### src/rtl/led_mmio_ctrl_pkg.sv
// Shared definitions for the LED MMIO peripheral.
//   - register byte offsets and the register index taken from addr[3:2]
//   - MODE encodings and CTRL bit positions
//   - apply_wstrb(): byte-lane merge used for all strobed stores
package led_mmio_ctrl_pkg;

  localparam int LED_CTRL_OFS   = 0;
  localparam int LED_PERIOD_OFS = 4;
  localparam int LED_DUTY_OFS   = 8;
  localparam int LED_STATUS_OFS = 12;

  // Word index within the 16-byte window (byte offset / 4)
  typedef enum logic [1:0] {
    REG_CTRL   = 2'(LED_CTRL_OFS / 4),
    REG_PERIOD = 2'(LED_PERIOD_OFS / 4),
    REG_DUTY   = 2'(LED_DUTY_OFS / 4),
    REG_STATUS = 2'(LED_STATUS_OFS / 4)
  } reg_idx_e;

  localparam logic [1:0] LED_MODE_STATIC = 2'b00;
  localparam logic [1:0] LED_MODE_BLINK  = 2'b01;
  localparam logic [1:0] LED_MODE_PWM    = 2'b10;

  localparam int CTRL_EN_BIT    = 0;
  localparam int CTRL_MODE_LSB  = 1;
  localparam int CTRL_LEVEL_BIT = 3;

  // Replace the bytes of old_w selected by strb with those of new_w
  function automatic logic [31:0] apply_wstrb(input logic [31:0] old_w,
                                              input logic [31:0] new_w,
                                              input logic [3:0]  strb);
    logic [31:0] r;
    r = old_w;
    for (int i = 0; i < 4; i++) begin
      if (strb[i]) r[8*i +: 8] = new_w[8*i +: 8];
    end
    return r;
  endfunction

endpackage

### src/rtl/led_pattern_gen.sv
// Blink / PWM pattern source for the LED peripheral.
// Ports:
//   clk, rst  clock and asynchronous active-high reset
//   en, mode  CTRL.EN and CTRL.MODE as currently held in the register file
//   period    blink half-period in cycles (0 freezes the blink state)
//   duty      PWM on-count out of 256
//   clr       clears the blink counter (issued on a PERIOD store)
//   pattern   blink_state in blink mode, pwm_on in PWM mode, else 0
module led_pattern_gen
  import led_mmio_ctrl_pkg::*;
#(
  parameter int PERIOD_W = 24
) (
  input  logic                clk,
  input  logic                rst,
  input  logic                en,
  input  logic [1:0]          mode,
  input  logic [PERIOD_W-1:0] period,
  input  logic [7:0]          duty,
  input  logic                clr,
  output logic                pattern
);

  logic [PERIOD_W-1:0] bcnt_q, bcnt_d;
  logic [7:0]          pcnt_q, pcnt_d;
  logic                blink_state_q, blink_state_d;
  logic [1:0]          mode_prev_q, mode_prev_d;

  always_comb begin
    bcnt_d        = bcnt_q;
    pcnt_d        = pcnt_q;
    blink_state_d = blink_state_q;
    mode_prev_d   = mode;

    // Disabling or switching mode restarts the pattern from a clean state
    if (!en || (mode != mode_prev_q)) begin
      bcnt_d        = '0;
      pcnt_d        = '0;
      blink_state_d = 1'b0;
    end else begin
      case (mode)
        LED_MODE_BLINK: begin
          if (period == '0) begin
            bcnt_d = '0;
          end else if (bcnt_q >= period - PERIOD_W'(1)) begin
            // >= also recovers if PERIOD is shrunk below the running count
            bcnt_d        = '0;
            blink_state_d = ~blink_state_q;
          end else begin
            bcnt_d = bcnt_q + PERIOD_W'(1);
          end
        end
        LED_MODE_PWM: begin
          pcnt_d = pcnt_q + 8'd1;
        end
        default: begin
          bcnt_d = '0;
          pcnt_d = '0;
        end
      endcase
    end

    if (clr) bcnt_d = '0;
  end

  always_ff @(posedge clk or posedge rst) begin
    if (rst) begin
      bcnt_q        <= '0;
      pcnt_q        <= '0;
      blink_state_q <= 1'b0;
      mode_prev_q   <= '0;
    end else begin
      bcnt_q        <= bcnt_d;
      pcnt_q        <= pcnt_d;
      blink_state_q <= blink_state_d;
      mode_prev_q   <= mode_prev_d;
    end
  end

  always_comb begin
    pattern = 1'b0;
    if (mode == LED_MODE_BLINK)    pattern = blink_state_q;
    else if (mode == LED_MODE_PWM) pattern = (pcnt_q < duty);
  end

endmodule

### src/rtl/led_mmio_ctrl.sv
// Memory-mapped LED peripheral on the CPU data-memory bus.
// Decodes a 16-byte window at BASE_ADDR holding CTRL, PERIOD, DUTY and STATUS,
// and drives a registered LED pin in static, blink or PWM mode.
// Ports:
//   sysclk, rst    clock and asynchronous active-high reset
//   addr           byte address; addr[3:2] selects the register
//   wdata, wstrb   store data and byte enables
//   wen, ren       single-cycle store / load requests
//   rdata, rvalid  registered load data and its one-cycle qualifier
//   led            registered LED drive
module led_mmio_ctrl
  import led_mmio_ctrl_pkg::*;
#(
  parameter int                    ADDR_WIDTH = 12,
  parameter int                    DATA_WIDTH = 32,
  parameter logic [ADDR_WIDTH-1:0] BASE_ADDR  = 12'hFF0,
  parameter int                    PERIOD_W   = 24
) (
  input  logic                  sysclk,
  input  logic                  rst,
  input  logic [ADDR_WIDTH-1:0] addr,
  input  logic [DATA_WIDTH-1:0] wdata,
  input  logic [3:0]            wstrb,
  input  logic                  wen,
  input  logic                  ren,
  output logic [DATA_WIDTH-1:0] rdata,
  output logic                  rvalid,
  output logic                  led
);

  logic [3:0]          ctrl_q, ctrl_d;
  logic [PERIOD_W-1:0] period_q, period_d;
  logic [7:0]          duty_q, duty_d;
  logic [15:0]         toggles_q, toggles_d;
  logic                led_q, led_d;
  logic [31:0]         rdata_q, rdata_d;
  logic                rvalid_q, rvalid_d;

  logic        sel, wr, rd;
  reg_idx_e    ridx;
  logic [31:0] rd_word, wr_word;
  logic        period_clr, status_clr;
  logic        en, level;
  logic [1:0]  mode;
  logic        pattern;
  logic        unused_ok;

  assign sel   = (addr[ADDR_WIDTH-1:4] == BASE_ADDR[ADDR_WIDTH-1:4]);
  assign wr    = wen & sel;
  assign rd    = ren & sel;
  assign ridx  = reg_idx_e'(addr[3:2]);
  assign en    = ctrl_q[CTRL_EN_BIT];
  assign mode  = ctrl_q[CTRL_MODE_LSB +: 2];
  assign level = ctrl_q[CTRL_LEVEL_BIT];

  assign unused_ok = ^{addr[1:0], wr_word};

  led_pattern_gen #(
    .PERIOD_W(PERIOD_W)
  ) u_pattern_gen (
    .clk    (sysclk),
    .rst    (rst),
    .en     (en),
    .mode   (mode),
    .period (period_q),
    .duty   (duty_q),
    .clr    (period_clr),
    .pattern(pattern)
  );

  always_comb begin
    // Current register contents; also the merge base for strobed stores,
    // which is why a same-cycle load returns the pre-write value.
    rd_word = '0;
    case (ridx)
      REG_CTRL:   rd_word = {28'd0, ctrl_q};
      REG_PERIOD: rd_word = 32'(period_q);
      REG_DUTY:   rd_word = {24'd0, duty_q};
      REG_STATUS: rd_word = {15'd0, led_q, toggles_q};
      default:    rd_word = '0;
    endcase
    wr_word = apply_wstrb(rd_word, wdata, wstrb);

    ctrl_d     = ctrl_q;
    period_d   = period_q;
    duty_d     = duty_q;
    period_clr = 1'b0;
    status_clr = 1'b0;
    if (wr) begin
      case (ridx)
        REG_CTRL:   ctrl_d = wr_word[3:0];
        REG_PERIOD: begin
          period_d   = wr_word[PERIOD_W-1:0];
          period_clr = 1'b1;
        end
        REG_DUTY:   duty_d = wr_word[7:0];
        REG_STATUS: status_clr = 1'b1;
        default:    ;
      endcase
    end

    led_d = en & ((mode == LED_MODE_STATIC) ? level : pattern);

    toggles_d = toggles_q;
    if (led_d && !led_q && (toggles_q != 16'hFFFF)) toggles_d = toggles_q + 16'd1;
    if (status_clr) toggles_d = '0;

    rvalid_d = rd;
    rdata_d  = rd ? rd_word : rdata_q;
  end

  always_ff @(posedge sysclk or posedge rst) begin
    if (rst) begin
      ctrl_q    <= '0;
      period_q  <= '0;
      duty_q    <= '0;
      toggles_q <= '0;
      led_q     <= 1'b0;
      rdata_q   <= '0;
      rvalid_q  <= 1'b0;
    end else begin
      ctrl_q    <= ctrl_d;
      period_q  <= period_d;
      duty_q    <= duty_d;
      toggles_q <= toggles_d;
      led_q     <= led_d;
      rdata_q   <= rdata_d;
      rvalid_q  <= rvalid_d;
    end
  end

  assign rdata  = rdata_q;
  assign rvalid = rvalid_q;
  assign led    = led_q;

endmodule

### config.mk
export PLATFORM = sky130hd
export DESIGN_NAME = led_mmio_ctrl
export DESIGN_NICKNAME = d
export VERILOG_FILES = /design/src/rtl/led_mmio_ctrl_pkg.sv /design/src/rtl/led_pattern_gen.sv /design/src/rtl/led_mmio_ctrl.sv
export SDC_FILE = /design/constraint.sdc
export NUM_CORES = 1
export LEC_CHECK = 0
export ABC_AREA = 1
export CORE_MARGIN = 2
export CORE_UTILIZATION = 24
export CTS_CLUSTER_DIAMETER = 100
export CTS_CLUSTER_SIZE = 8
export DETAILED_ROUTE_END_ITERATION = 8
export PLACE_DENSITY_LB_ADDON = 0.05
export RECOVER_POWER = 25
export SLEW_MARGIN = 20
export SYNTH_ARGS = -nofsm -noshare
export SYNTH_HDL_FRONTEND = slang
export SYNTH_SLANG_ARGS = --single-unit
export TNS_END_PERCENT = 100
### constraint.sdc
create_clock -name sysclk -period 4.1 [get_ports sysclk]
set_clock_uncertainty 0.15 [all_clocks]
set_input_delay 0.615 -clock sysclk [delete_from_list [all_inputs] [get_ports sysclk]]
set_output_delay 0.615 -clock sysclk [all_outputs]
set_load 0.1 [all_outputs]
## After elaboration in Yosys (flattened, before gate mapping)

Index checks and enable logic that the tools add are counted.

- Order comparisons: 2
- Reduce and logical (&&, ||, !) cells: 15
- Add/sub/neg operators: 4
- Multiplexer cells: 24
- Bitwise gates (word level): 4
- Equality and inequality tests: 11

Operators with widths:

| cell | count |
|---|---|
| case mux 32 bit (4 select lines) | 1 |
| two-way mux 24 bit | 4 |
| case mux 24 bit (2 select lines) | 1 |
| two-way mux 16 bit | 2 |
| two-way mux 8 bit | 4 |
| adder 24 x 1 -> 24 bit, second input constant | 1 |
| greater-or-equal comparator 24 bit | 1 |
| zero test 24 bit | 1 |
| subtractor 24 x 1 -> 24 bit, second input constant | 1 |
| adder 16 x 1 -> 16 bit, second input constant | 1 |
| inequality test 16 bit, second input constant | 1 |
| case mux 8 bit (2 select lines) | 1 |
| two-way mux 1 bit | 11 |
| adder 8 x 1 -> 8 bit, second input constant | 1 |
| equality test 8 bit, second input constant | 1 |
| < comparator 8 bit | 1 |
| equality test 2 bit, second input constant | 3 |
| AND reduction 2 bit | 3 |
| nonzero test 2 bit | 3 |
| equality test 2 x 1 -> 1 bit, second input constant | 2 |
| zero test 2 bit | 2 |
| inequality test 2 x 1 -> 1 bit, second input constant | 2 |
| bitwise AND 1 bit | 3 |
| inequality test 3 x 2 -> 1 bit, second input constant | 1 |
| 6 further kinds | 8 |

- Input bits: 52
- Logic and storage cells: 71
- Register bits after elaboration: 121
- Output and inout bits: 34

## Logic depth before layout (Yosys ltp)

- Word-level depth: 9
- Gate-level depth with buffers: 21

## By module

Synthesis repeated with hierarchy kept, for this count alone.

- Cell total of the unflattened synthesis: 1,010
- Area, all modules: 7,379.6 µm²

Modules (own cells, without submodules):

| module | area an instance (µm²) | cells each | instances |
|---|---|---|---|
| led_mmio_ctrl | 4,075.2 | 527 | 1 |
| led_pattern_gen | 3,304.4 | 483 | 1 |

## Worst setup path before layout

No wires, ideal clock.

- Path kind: flip-flop to flip-flop
- From: reg period_q[0]
- To: reg u_pattern_gen.bcnt_q[5]
- Setup slack: 1,107 ps
- Path buffers: 1
- Stages on the path, launching flop included: 22
- Arrival time: 2,766 ps
- Cell sequence: dfrtp_1 -> inv_1 -> ha_1 -> nand2_1 -> nor2_1 -> nand2_1 -> inv_1 -> nand4_1 -> nor2_1 -> xor2_1 -> inv_1 -> ha_1 -> nand2_1 -> inv_1 -> nand2_1 -> nand2_1 -> a21oi_1 -> nand4_1 -> nor2_4 -> buf_4 -> nand2_1 -> o21ai_1

- Longest elaborated chain between the ends: 7
- Elaborated cells on any way between the ends: 8
- Classes of those cells: 1 x add/sub; 1 x order compare; 5 x mux; 1 x reduce/logical

Ends and longest elaborated chain:

| what | line | RTL |
|---|---|---|
| start, declared | led_mmio_ctrl.sv:32 | `logic [PERIOD_W-1:0] period_q, period_d;` |
| start signal, assigned | led_mmio_ctrl.sv:123 | `period_q <= period_d;` |
| subtractor 24 x 1 -> 24 bit | led_pattern_gen.sv:45 | `end else if (bcnt_q >= period - PERIOD_W'(1)) begin` |
| greater-or-equal comparator 24 bit | led_pattern_gen.sv:45 |  |
| two-way mux 24 bit | led_pattern_gen.sv:45 |  |
| two-way mux 24 bit * | led_pattern_gen.sv:43 | `if (period == '0) begin` |
| case mux 24 bit (2 select lines) * | led_pattern_gen.sv:41 | `case (mode)` |
| two-way mux 24 bit * | led_pattern_gen.sv:36 | `if (!en \|\| (mode != mode_prev_q)) begin` |
| two-way mux 24 bit * | led_pattern_gen.sv:63 | `if (clr) bcnt_d = '0;` |
| end signal, assigned | led_pattern_gen.sv:73 | `bcnt_q <= bcnt_d;` |
| end, declared | led_pattern_gen.sv:24 | `logic [PERIOD_W-1:0] bcnt_q, bcnt_d;` |

Mark *: on every way between the ends. The rest lies on a longest branch, timed or not.
A chain may end at the register's enable or synchronous reset.

## Worst setup path after layout

- From: reg period_q[0]
- To: reg u_pattern_gen.bcnt_q[0]

Same word-level chain as after synthesis.

==> flow_metrics.py <==
metrics = {
    "layout": {
        "regArea_um2": 2830,
        "multi_input_area_um2": 3860,
        "nFillCells": 3247,
        "drive_gt1_share_pct": 8.51,
        "diodes": 0,
        "fin_nets": 1133,
        "area_growth_pct": 22.7,
    },
    "worst_setup_path": {
        "required_ns": 4.29,
        "regToRegStartpoint": "period_q[0]",
        "slowest_delay_ns": 0.37,
        "startpoint": "period_q[0]",
        "cp_num_buf_inv": 5,
        "cp_cell_sequence": "inv_1, ha_1, nand2_1, nor2_1, nand2_1, inv_1, nand4_1, nor2_1, xor2_1, inv_1, ha_1, nand2_1, inv_1, nand2_1, nand2_1, a21oi_1, nand4_1, nor2_4, buf_4, nand2_1, o21ai_0",
        "r2r_cells": 21,
        "crit_type": "flop to flop",
        "crit_arrival_ns": 3.76,
        "worstSetupPathDepth": 21,
        "path_max_fanout": 7,
        "critPathSlowestCell": "dfrtp_1",
        "r2r_setup_slack_ns": 0.53,
        "cp-endpoint": "u_pattern_gen.bcnt_q[0]",
        "cpLargestDelayFamily": "simple AND/OR/NAND/NOR gates",
        "rr_endpoint": "u_pattern_gen.bcnt_q[0]",
        "cpMostUsedCell": "nand2_1",
        "cp-start-kind": "flop",
        "endpoint_kind": "flop",
    },
    "drt": {
        "viasPerCell": 4.39,
        "first_pass_iters": 7,
        "drt_iter0_drc": 316,
        "wirelength_um": 22200,
        "vias": 6356,
        "routedWlPerCell_um": 15.3,
        "drcViolationCount": 0,
        "postRouteAntennaNets": 0,
    },
    "clock_tree": {
        "cts_htree_levels": 4,
        "cts_inserted_buffers": 17,
        "clk_pin_slew_ns": 0.06,
        "cts_tree": "yes",
        "holdBufCountCts": 0,
        "cts_sinks": 113,
        "clockBufferDepth": 2,
        "root_buffer": "clkbuf_16",
        "clock_latency_ns": 0.42,
        "cts_resized": 0,
        "cts_setup_buffers": 0,
    },
    "global_routing": {
        "grt_max_degree": 82,
        "grt-ovfl-total": 0,
        "grt_use_total_pct": 14.7,
        "grt_pass1_vias": 6426,
        "antenna_found_initial": 1,
        "grt_pass1_wl_um": 35800,
    },
    "sta": {
        "finalSetupTns_ns": 0,
        "worst_pin_slew_ns": 1.60,
        "fmax_mhz": 280,
        "hold_violations": 0,
        "finalSetupViolations": 0,
        "post-route-period-util_pct": 87.1,
        "setup_ws_ns": 0.531,
        "rsz0062_at_grt": "false",
        "slew_viol_final": 34,
        "min_period_ns": 3.57,
        "slew_headroom_pct": -6.92,
    },
    "synthesis": {
        "synth_ff_type": "dfrtp_1",
        "yosysUniqueCellTypes": 45,
        "ys_top_cells_by_area": "dfrtp_1 39%, nand2_1 13%, inv_1 6.5%, ha_1 6.1%, nor2_1 5.3%",
        "yosys_warnings": 0,
        "synth_xor_area_share_pct": 4.78,
        "synth_cells": 973,
        "synth_edf_count": 0,
        "synthArstFlopShare_pct": 100,
        "netlist.area_leader.share_pct": 38.6,
        "synth-compound-area-share_pct": 9.25,
        "syn_area_um2": 7330,
        "yosys.area.top_type": "dfrtp_1",
        "syn_avg_cell_area_um2": 7.54,
        "synth_mux_area_share_pct": 3.62,
        "ys_seq_area_share_pct": 38.6,
        "ys_ff_latch": 113,
        "synthSimpleGateAreaFrac_pct": 28.5,
        "synthAdderAreaFrac_pct": 6.14,
        "synth_top_family_by_area": "simple AND/OR/NAND/NOR gates",
    },
    "floorplan": {
        "dieArea_um2": 32000,
        "boundaryPins": 86,
        "fp.dieH_um": 179,
        "fp.dieW_um": 179,
        "num_rows": 63,
        "coreArea_um2": 29900,
        "start_util_pct": 24.5,
    },
    "outcome": {
        "violations": "capacitance limit, slew limit",
        "status": "finished with violations",
    },
    "worst_hold_path": {
        "min_path_type": "flop to flop",
        "hold_depth": 0,
    },
    "pwr": {
        "power_density_nw_per_um2": 333,
        "irDropWorstVdd_mv": 0.285,
        "p_leak_nw": 4.43,
    },
    "job": {
        "maxCapViolations": 1,
    },
    "placed_design": {
        "numPortBuffers": 66,
        "place_ws_ns": 0.512,
        "gp_congestion": 0.751,
        "dp.final_hpwl_um": 16600,
    },
}
## Yosys cell counts (2+ instances only)
master and instances:
or2_2 4, nand2_1 259, buf_6 2, nor4_1 3, a21oi_1 21, o221ai_1 6
o211ai_1 7, o31ai_1 9, ha_1 36, nor2_2 4, nand3_1 53, o22ai_1 10
nand4_1 20, mux2i_1 4, xnor2_1 3, mux2_2 20, dfrtp_1 113, buf_2 8
nor2_4 4, nor3_1 14, nor2_1 104, inv_1 127, nor3_2 4, o21ai_0 54
a21o_1 2, clkbuf_1 12, buf_4 9, nand2_2 5, inv_2 4, xor2_1 37
## final cells by class
cell class / count / share of cell area (%)
Multi-Input combinational cell: 705 / 42.9
Sequential cell: 113 / 31.4
Timing Repair Buffer: 77 / 8.26
Inverter: 131 / 5.48
Tap cell: 390 / 5.42
Clock buffer: 20 / 4.96
Clock inverter: 11 / 1.54
## where the power goes
| group | total (mW) | switching, mW | internal [mW] |
|---|---|---|---|
| sequential | 1.15 | 0.0174 | 1.14 |
| clock | 1.53 | 0.569 | 0.963 |
| combinational | 0.309 | 0.218 | 0.0909 |
## state kept, by name (all words and copies together) (netlist names), 2 cells and up
name,count
ctrl_q,4
duty_q,8
period_q,24
rdata,24
toggles_q,16
u_pattern_gen.bcnt_q,24
u_pattern_gen.mode_prev_q,2
u_pattern_gen.pcnt_q,8
## worst min path at each step
stage / start / end / slack, ns
detailed placement: ctrl_q[1] / u_pattern_gen.mode_prev_q[0] / 0.33
finish: ctrl_q[1] / u_pattern_gen.mode_prev_q[0] / 0.31
global route: ctrl_q[1] / u_pattern_gen.mode_prev_q[0] / 0.36
floorplan: ctrl_q[1] / u_pattern_gen.mode_prev_q[0] / 0.26
CTS: ctrl_q[1] / u_pattern_gen.mode_prev_q[0] / 0.32
global placement: period_q[0] / period_q[0] / 0.32
## stage by stage
| step | total power, mW | util (%) | cells | hold slack [ns] | instance area (um2) |
|---|---|---|---|---|---|
| 5_1_grt | 3.13 | 30.1 | 1447 | 0.358 | 9000 |
| 6_report | 2.99 | 30.1 | 1447 | 0.308 | 9000 |
| 4_1_cts | 3.05 | 30.2 | 1447 | 0.319 | 9010 |
| 3_3_place_gp | 1.49 | 28.2 | 1416 | 0.317 | 8430 |
| 3_5_place_dp | 1.49 | 28.2 | 1416 | 0.329 | 8430 |
| 2_1_floorplan | 1.38 | - | 980 | 0.263 | 7360 |
## cells by family after synthesis
| kind of cell | after synthesis |
|---|---|
| AO/OA/AOI/OAI | 116 |
| other | 1 |
| multiplexers | 24 |
| buffers and inverters | 162 |
| adder cells (fa/ha/maj) | 36 |
| flip-flops | 113 |
| AND/OR/NAND/NOR | 481 |
| XOR/XNOR | 40 |
## per-layer routing
layer | up-vias | part of all wire, % | GRT usage (%) | routed length [um]
met5 | - | 0 | 0 | 0
met2 | 107 | 48 | 24.3 | 10600
met1 | 2959 | 48 | 19.6 | 10600
li1 | 3272 | - | - | -
met3 | 18 | 3.2 | 2.76 | 701
met4 | 0 | 1.2 | 4.13 | 265
## cell usage in the layout, fill, tap and decap left out, types with 6 or more instances in the layout
master           instances
a21oi_1                 21
buf_4                   10
clkbuf_16               17
clkdlybuf4s50_1         65
conb_1                   8
dfrtp_1                113
ha_1                    36
inv_1                  126
mux2_2                  20
nand2_1                259
nand3_1                 53
nand4_1                 20
nor2_1                 105
nor3_1                  14
o211ai_1                 7
o21ai_0                 54
o221ai_1                 6
o22ai_1                 10
o31ai_1                  9
xor2_1                  37
Power figures use the tool's default switching activity.
